==> config.mk <==
export PLATFORM = sky130hd
export DESIGN_NAME = sdram_arbiter
export DESIGN_NICKNAME = d
export VERILOG_FILES = /design/src/rtl/sdram_arbiter.sv
export SDC_FILE = /design/constraint.sdc
export NUM_CORES = 1
export LEC_CHECK = 0
export CORE_ASPECT_RATIO = 0.9
export CORE_MARGIN = 4
export CORE_UTILIZATION = 41
export CTS_BUF_LIST = sky130_fd_sc_hd__clkbuf_16
export CTS_CLUSTER_DIAMETER = 40
export DETAILED_ROUTE_END_ITERATION = 10
export PLACE_DENSITY = 0.81
export SYNTH_ARGS = -nofsm -noshare
export SYNTH_HDL_FRONTEND = slang
export SYNTH_SLANG_ARGS = --single-unit
==> constraint.sdc <==
create_clock -name clk -period 2.6 [get_ports clk]
set_input_delay 0.52 -clock clk [delete_from_list [all_inputs] [get_ports clk]]
set_output_delay 0.52 -clock clk [all_outputs]
set_load 0.05 [all_outputs]
==> src/rtl/sdram_arbiter.sv <==
// sdram_arbiter: shares the single 8-bit SDRAM port between the ROM download
// (dio), video fetch (vid) and the Z80 CPU. One access is granted per SDRAM
// slot. The winner's address, data and direction are latched at the grant.
// Read data is captured a fixed number of cycles later, and a one-cycle ack
// is returned to the winner.
//
// Handshake: each req is a level that is sampled only on a slot pulse while
// the arbiter is IDLE. An access completes when the matching ack is high for
// exactly one cycle; read data (vid_data / cpu_dout) is valid in that cycle
// and holds until the same requester's next read. A requester that keeps req
// high into the next slot is asking for a new access. A req dropped before it
// is granted is simply withdrawn.
module sdram_arbiter #(
  parameter int ADDR_W   = 25,
  parameter int DATA_LAT = 6,
  parameter int CPU_MAX  = 3
) (
  input  logic              clk,
  input  logic              reset,
  input  logic              slot,
  input  logic              dio_req,
  input  logic [ADDR_W-1:0] dio_addr,
  input  logic [7:0]        dio_data,
  output logic              dio_ack,
  input  logic              vid_req,
  input  logic [ADDR_W-1:0] vid_addr,
  output logic              vid_ack,
  output logic [7:0]        vid_data,
  input  logic              cpu_req,
  input  logic              cpu_we,
  input  logic [ADDR_W-1:0] cpu_addr,
  input  logic [7:0]        cpu_din,
  output logic              cpu_ack,
  output logic [7:0]        cpu_dout,
  output logic [ADDR_W-1:0] sd_addr,
  output logic [7:0]        sd_din,
  output logic              sd_we,
  output logic              sd_oe,
  input  logic [7:0]        sd_dout
);

  localparam int CNT_W = $clog2(DATA_LAT + 1);

  typedef enum logic [1:0] {IDLE, BUSY, ACK} state_t;
  typedef enum logic [1:0] {OWN_DIO, OWN_VID, OWN_CPU} owner_t;

  state_t            state;
  owner_t            owner;
  logic [CNT_W-1:0]  lat_cnt;
  logic [1:0]        cpu_wait;

  logic cpu_boost;
  logic pick_dio;
  logic pick_vid;
  logic pick_cpu;
  logic any_req;

  // Winner selection: dio > starved cpu > vid > cpu.
  always_comb begin
    cpu_boost = cpu_req && (int'(cpu_wait) >= CPU_MAX);
    pick_dio  = dio_req;
    pick_cpu  = !dio_req && cpu_req && (cpu_boost || !vid_req);
    pick_vid  = !dio_req && vid_req && !cpu_boost;
    any_req   = dio_req || vid_req || cpu_req;
  end

  // Arbitration FSM with registered SDRAM-side and requester-side outputs.
  always_ff @(posedge clk or posedge reset) begin
    if (reset) begin
      state    <= IDLE;
      owner    <= OWN_DIO;
      lat_cnt  <= '0;
      cpu_wait <= '0;
      sd_addr  <= '0;
      sd_din   <= '0;
      sd_we    <= 1'b0;
      sd_oe    <= 1'b0;
      dio_ack  <= 1'b0;
      vid_ack  <= 1'b0;
      cpu_ack  <= 1'b0;
      vid_data <= '0;
      cpu_dout <= '0;
    end else begin
      case (state)
        IDLE: begin
          if (slot) begin
            // A waiting CPU ages only on slots that grant someone else.
            if (!cpu_req || pick_cpu) begin
              cpu_wait <= '0;
            end else if (cpu_wait != 2'b11) begin
              cpu_wait <= cpu_wait + 2'd1;
            end
            if (any_req) begin
              state   <= BUSY;
              lat_cnt <= '0;
              if (pick_dio) begin
                owner   <= OWN_DIO;
                sd_addr <= dio_addr;
                sd_din  <= dio_data;
                sd_we   <= 1'b1;
                sd_oe   <= 1'b0;
              end else if (pick_cpu) begin
                owner   <= OWN_CPU;
                sd_addr <= cpu_addr;
                sd_din  <= cpu_din;
                sd_we   <= cpu_we;
                sd_oe   <= !cpu_we;
              end else begin
                owner   <= OWN_VID;
                sd_addr <= vid_addr;
                sd_din  <= '0;
                sd_we   <= 1'b0;
                sd_oe   <= 1'b1;
              end
            end
          end
        end

        BUSY: begin
          // Slot pulses are deliberately ignored here; the window is owned.
          if (lat_cnt == CNT_W'(DATA_LAT)) begin
            state <= ACK;
            sd_we <= 1'b0;
            sd_oe <= 1'b0;
            case (owner)
              OWN_DIO: dio_ack <= 1'b1;
              OWN_VID: begin
                vid_ack  <= 1'b1;
                vid_data <= sd_dout;
              end
              OWN_CPU: begin
                cpu_ack <= 1'b1;
                if (sd_oe) begin
                  cpu_dout <= sd_dout;
                end
              end
              default: ;
            endcase
          end else begin
            lat_cnt <= lat_cnt + CNT_W'(1);
          end
        end

        ACK: begin
          dio_ack <= 1'b0;
          vid_ack <= 1'b0;
          cpu_ack <= 1'b0;
          state   <= IDLE;
        end

        default: state <= IDLE;
      endcase
    end
  end

endmodule
==> impl_metrics.xml <==
<?xml version="1.0" encoding="UTF-8"?>
<metrics>
  <group name="status">
    <metric name="outcome" unit="">complete, no violations</metric>
  </group>
  <group name="pwr">
    <metric name="power_report.internal_total" unit="W">0.00335</metric>
    <metric name="power_density" unit="nW/um2">1160</metric>
    <metric name="pwr-share-clk" unit="">0.189</metric>
    <metric name="total_leakage_power" unit="nW">2.41</metric>
    <metric name="power.share.sequential" unit="">0.265</metric>
    <metric name="vdd_ir_drop_max" unit="uV">929</metric>
    <metric name="sw_frac_of_total" unit="">0.455</metric>
    <metric name="comb_power_share" unit="">0.545</metric>
    <metric name="switchingPower" unit="W">0.00280</metric>
  </group>
  <group name="floorplanning">
    <metric name="dieArea" unit="um2">9670</metric>
    <metric name="die_span_in_x" unit="um">103</metric>
    <metric name="dieHeight" unit="um">93.7</metric>
    <metric name="io_pins" unit="">160</metric>
    <metric name="initial_core_util" unit="">0.433</metric>
    <metric name="design.core.area" unit="um2">7730</metric>
    <metric name="std_cell_rows" unit="">30</metric>
  </group>
  <group name="route">
    <metric name="drt-wirelength-per-cell" unit="um">17.7</metric>
    <metric name="via_count_of_the_routed_design" unit="">3057</metric>
    <metric name="first_iter_violations" unit="">90</metric>
    <metric name="remaining_drc_errors" unit="">0</metric>
    <metric name="detailedRoute.firstPassIterationCount" unit="">4</metric>
    <metric name="wirelength" unit="um">10000</metric>
    <metric name="vias_per_cell" unit="">5.39</metric>
    <metric name="drt.antenna.violating_nets" unit="">0</metric>
  </group>
  <group name="global_route">
    <metric name="grt_pass1_wl" unit="um">15700</metric>
    <metric name="largest_net_degree_at_the_start_of_global_routing" unit="">43</metric>
    <metric name="busiest_layer" unit="">met2</metric>
    <metric name="grt_antenna_before_repair" unit="">0</metric>
    <metric name="met3_usage" unit="">0.0401</metric>
    <metric name="gr-usage-met1" unit="">0.251</metric>
    <metric name="global_route.usage.met2" unit="">0.358</metric>
    <metric name="grt_pass1_vias" unit="">3310</metric>
    <metric name="gr-total-overflow" unit="">0</metric>
    <metric name="grt_use_total" unit="">0.208</metric>
  </group>
  <group name="worst_setup_path">
    <metric name="critical_path_cell_count" unit="">1</metric>
    <metric name="kind_of_capture_point_of_the_worst_setup_path" unit="">primary output</metric>
    <metric name="r2r-start" unit="">lat_cnt[0]</metric>
    <metric name="top_delay_family_on_crit_path" unit="">buffers and inverters</metric>
    <metric name="timing.critical_path.required" unit="ns">2.08</metric>
    <metric name="critPathArrivalTime" unit="ns">1.52</metric>
    <metric name="worst_r2r_endpoint" unit="">cpu_dout[2]</metric>
    <metric name="reg2regPathDepth" unit="">5</metric>
    <metric name="critical-path-slowest-cell" unit="">clkdlybuf4s50_1</metric>
    <metric name="crit_type" unit="">flip-flop to primary output</metric>
    <metric name="critical_path.n_buffers_inverters" unit="">1</metric>
    <metric name="reg2reg_slack" unit="ns">0.63</metric>
    <metric name="critical_path.max_stage_delay" unit="ns">0.82</metric>
    <metric name="timing.critical_path.fanout_max" unit="">3</metric>
    <metric name="critical_path.startpoint_type" unit="">flip-flop</metric>
    <metric name="timing.critical_path.cells" unit="">clkdlybuf4s50_1</metric>
  </group>
  <group name="finish">
    <metric name="leading_cell_type_in_the_layout_fill_and_taps_excluded" unit="">clkdlybuf4s50_1</metric>
    <metric name="fin_nets" unit="">579</metric>
    <metric name="antenna_diode_instance_count" unit="">0</metric>
    <metric name="syn2layout_area_growth" unit="%">59.0</metric>
    <metric name="final_cell_area" unit="um2">5320</metric>
    <metric name="most-common-layout-cells" unit="">clkdlybuf4s50_1, dfrtp_1, nand2_1</metric>
    <metric name="drive_above_1_share" unit="">0.119</metric>
  </group>
  <group name="logic_synthesis">
    <metric name="ys_top_cells_by_area" unit="">dfrtp_1, mux2i_1, o211ai_2</metric>
    <metric name="post-synth-top-area-cell" unit="">dfrtp_1</metric>
    <metric name="synth-seq-cells" unit="">63</metric>
    <metric name="most_instantiated_flip_flop_cell_in_the_synthesis_netlist" unit="">dfrtp_1</metric>
    <metric name="syn_area" unit="um2">3350</metric>
    <metric name="synth_enable_flop_cells" unit="">0</metric>
    <metric name="synth_async_sr_flop_share" unit="">1.00</metric>
    <metric name="yosysSeqAreaShare" unit="">0.471</metric>
    <metric name="yosys_warn_count" unit="">0</metric>
    <metric name="mappedNetlistNets" unit="">421</metric>
    <metric name="synth_cell_type_count" unit="">41</metric>
    <metric name="yosysTopAreaCellShare" unit="">0.471</metric>
    <metric name="postSynthCellCount" unit="">308</metric>
    <metric name="synth.avg_cell_area" unit="um2">10.9</metric>
  </group>
  <group name="sta">
    <metric name="final_period_util" unit="">0.786</metric>
    <metric name="slew_violations" unit="">0</metric>
    <metric name="hold_violations" unit="">0</metric>
    <metric name="skew" unit="ns">0.00505</metric>
    <metric name="layout_min_cycle_time" unit="ns">2.04</metric>
    <metric name="clock.fmax" unit="MHz">489</metric>
    <metric name="grt_setup_unrepaired" unit="">false</metric>
    <metric name="tightest_slew" unit="ns">0.548</metric>
    <metric name="slew_headroom" unit="">0.634</metric>
    <metric name="finalSetupTns" unit="ns">0</metric>
    <metric name="count_of_final_setup_violators" unit="">0</metric>
  </group>
  <group name="clock_network">
    <metric name="hold_buffers" unit="">0</metric>
    <metric name="tritoncts_num_sinks" unit="">63</metric>
    <metric name="clk_latency" unit="ns">0.32</metric>
    <metric name="post_cts_resize_count" unit="">0</metric>
    <metric name="clk_root_buffer_cell" unit="">clkbuf_16</metric>
    <metric name="cts.htree.levels" unit="">3</metric>
    <metric name="tritoncts_buffer_count" unit="">9</metric>
    <metric name="clkTransAtPathRegs" unit="ns">0.05</metric>
    <metric name="cts.path.max_buffers" unit="">2</metric>
    <metric name="tritoncts" unit="">done</metric>
    <metric name="post_cts_buffers" unit="">0</metric>
  </group>
  <group name="run">
    <metric name="max_cap_viol_count" unit="">0</metric>
  </group>
  <group name="placed_design">
    <metric name="post-dp-hpwl" unit="um">7580</metric>
    <metric name="total_of_buffers_placed_on_input_and_output_ports" unit="">159</metric>
    <metric name="placed_area" unit="um2">5030</metric>
    <metric name="gpl.final_weighted_congestion" unit="">0.797</metric>
  </group>
  <group name="worst_hold_path">
    <metric name="min_path_cells" unit="">1</metric>
    <metric name="hold_sp" unit="">cpu_dout[1]</metric>
    <metric name="whs_endpoint" unit="">cpu_dout[1]</metric>
    <metric name="min-delay-path-class" unit="">flip-flop to flip-flop</metric>
  </group>
</metrics>
[worst max path at each step]
stage,end,start,slack [ns]
floorplan,cpu_ack,reset,0.51
global placement,state[0],cpu_req,0.37
detailed placement,sd_addr[21],vid_req,0.33
CTS,sd_oe,sd_oe,0.53
global route,cpu_dout[2],lat_cnt[0],0.49
finish,sd_oe,sd_oe,0.56
[flip-flops by register name (all words and copies together) (netlist names), 2 cells and up]
signal and count:
lat_cnt 3, cpu_wait 2, sd_addr 25, vid_data 8, owner 2, state 2
sd_din 8, cpu_dout 8
[final cells by class]
cell class,count,area (um2)
Clock buffer,9,225
Timing Repair Buffer,169,1690
Inverter,9,33.8
Clock inverter,7,65.1
Fill cell,596,2410
Multi-Input combinational cell,214,1610
Tap cell,96,120
Sequential cell,63,1580
[synthesized netlist by cell type, types with 2 or more instances]
cell type  count
o21ai_0        6
mux2i_1       25
nand2_1       35
buf_2         11
o21ai_2        2
nand3_1       25
buf_4          4
o211ai_1       6
nor2b_1        9
a21oi_1        4
dfrtp_1       63
and4_1         2
clkbuf_1       3
a221oi_1       8
and2_1         2
mux2_1        16
o211ai_2      20
inv_1          8
a22o_1         2
o31ai_1        5
buf_6          4
a21o_1         2
nor2_1        22
ha_1           7
[power groups by stage]
stage	Combinational, W	Clock (W)	Sequential (W)
after global routing	0.00356	0.00123	0.00169
after CTS	0.00337	0.00118	0.00164
after detailed placement	0.00336	0	0.00164
after global placement	0.00328	0	0.00163
after floorplan	0.00103	0	0.00280
final	0.00335	0.00116	0.00163
[per-layer routing]
layer	part of all wire	wire (um)
met2	0.49	4920
met4	0.022	216
met3	0.080	803
met1	0.41	4070
met5	0	0
[through the flow]
step | setup WS [ns] | std cells | util | hold WS [ns] | total power, W
CTS | 0.529 | 567 | 0.688 | 0.488 | 0.00619
global route | 0.494 | 567 | 0.688 | 0.504 | 0.00647
global placement | 0.366 | 551 | 0.650 | 0.457 | 0.00491
detailed placement | 0.331 | 551 | 0.650 | 0.475 | 0.00501
finish | 0.555 | 567 | 0.688 | 0.482 | 0.00614
floorplan | 0.510 | 308 | - | 0.441 | 0.00383
[cells by family after synthesis]
group,share of synthesized area
compound gates,0.182
mux,0.133
buf+inv,0.0524
simple gates,0.135
flops,0.471
fa+ha+maj,0.0262
Note: power is estimated with default switching activity, not from simulation.
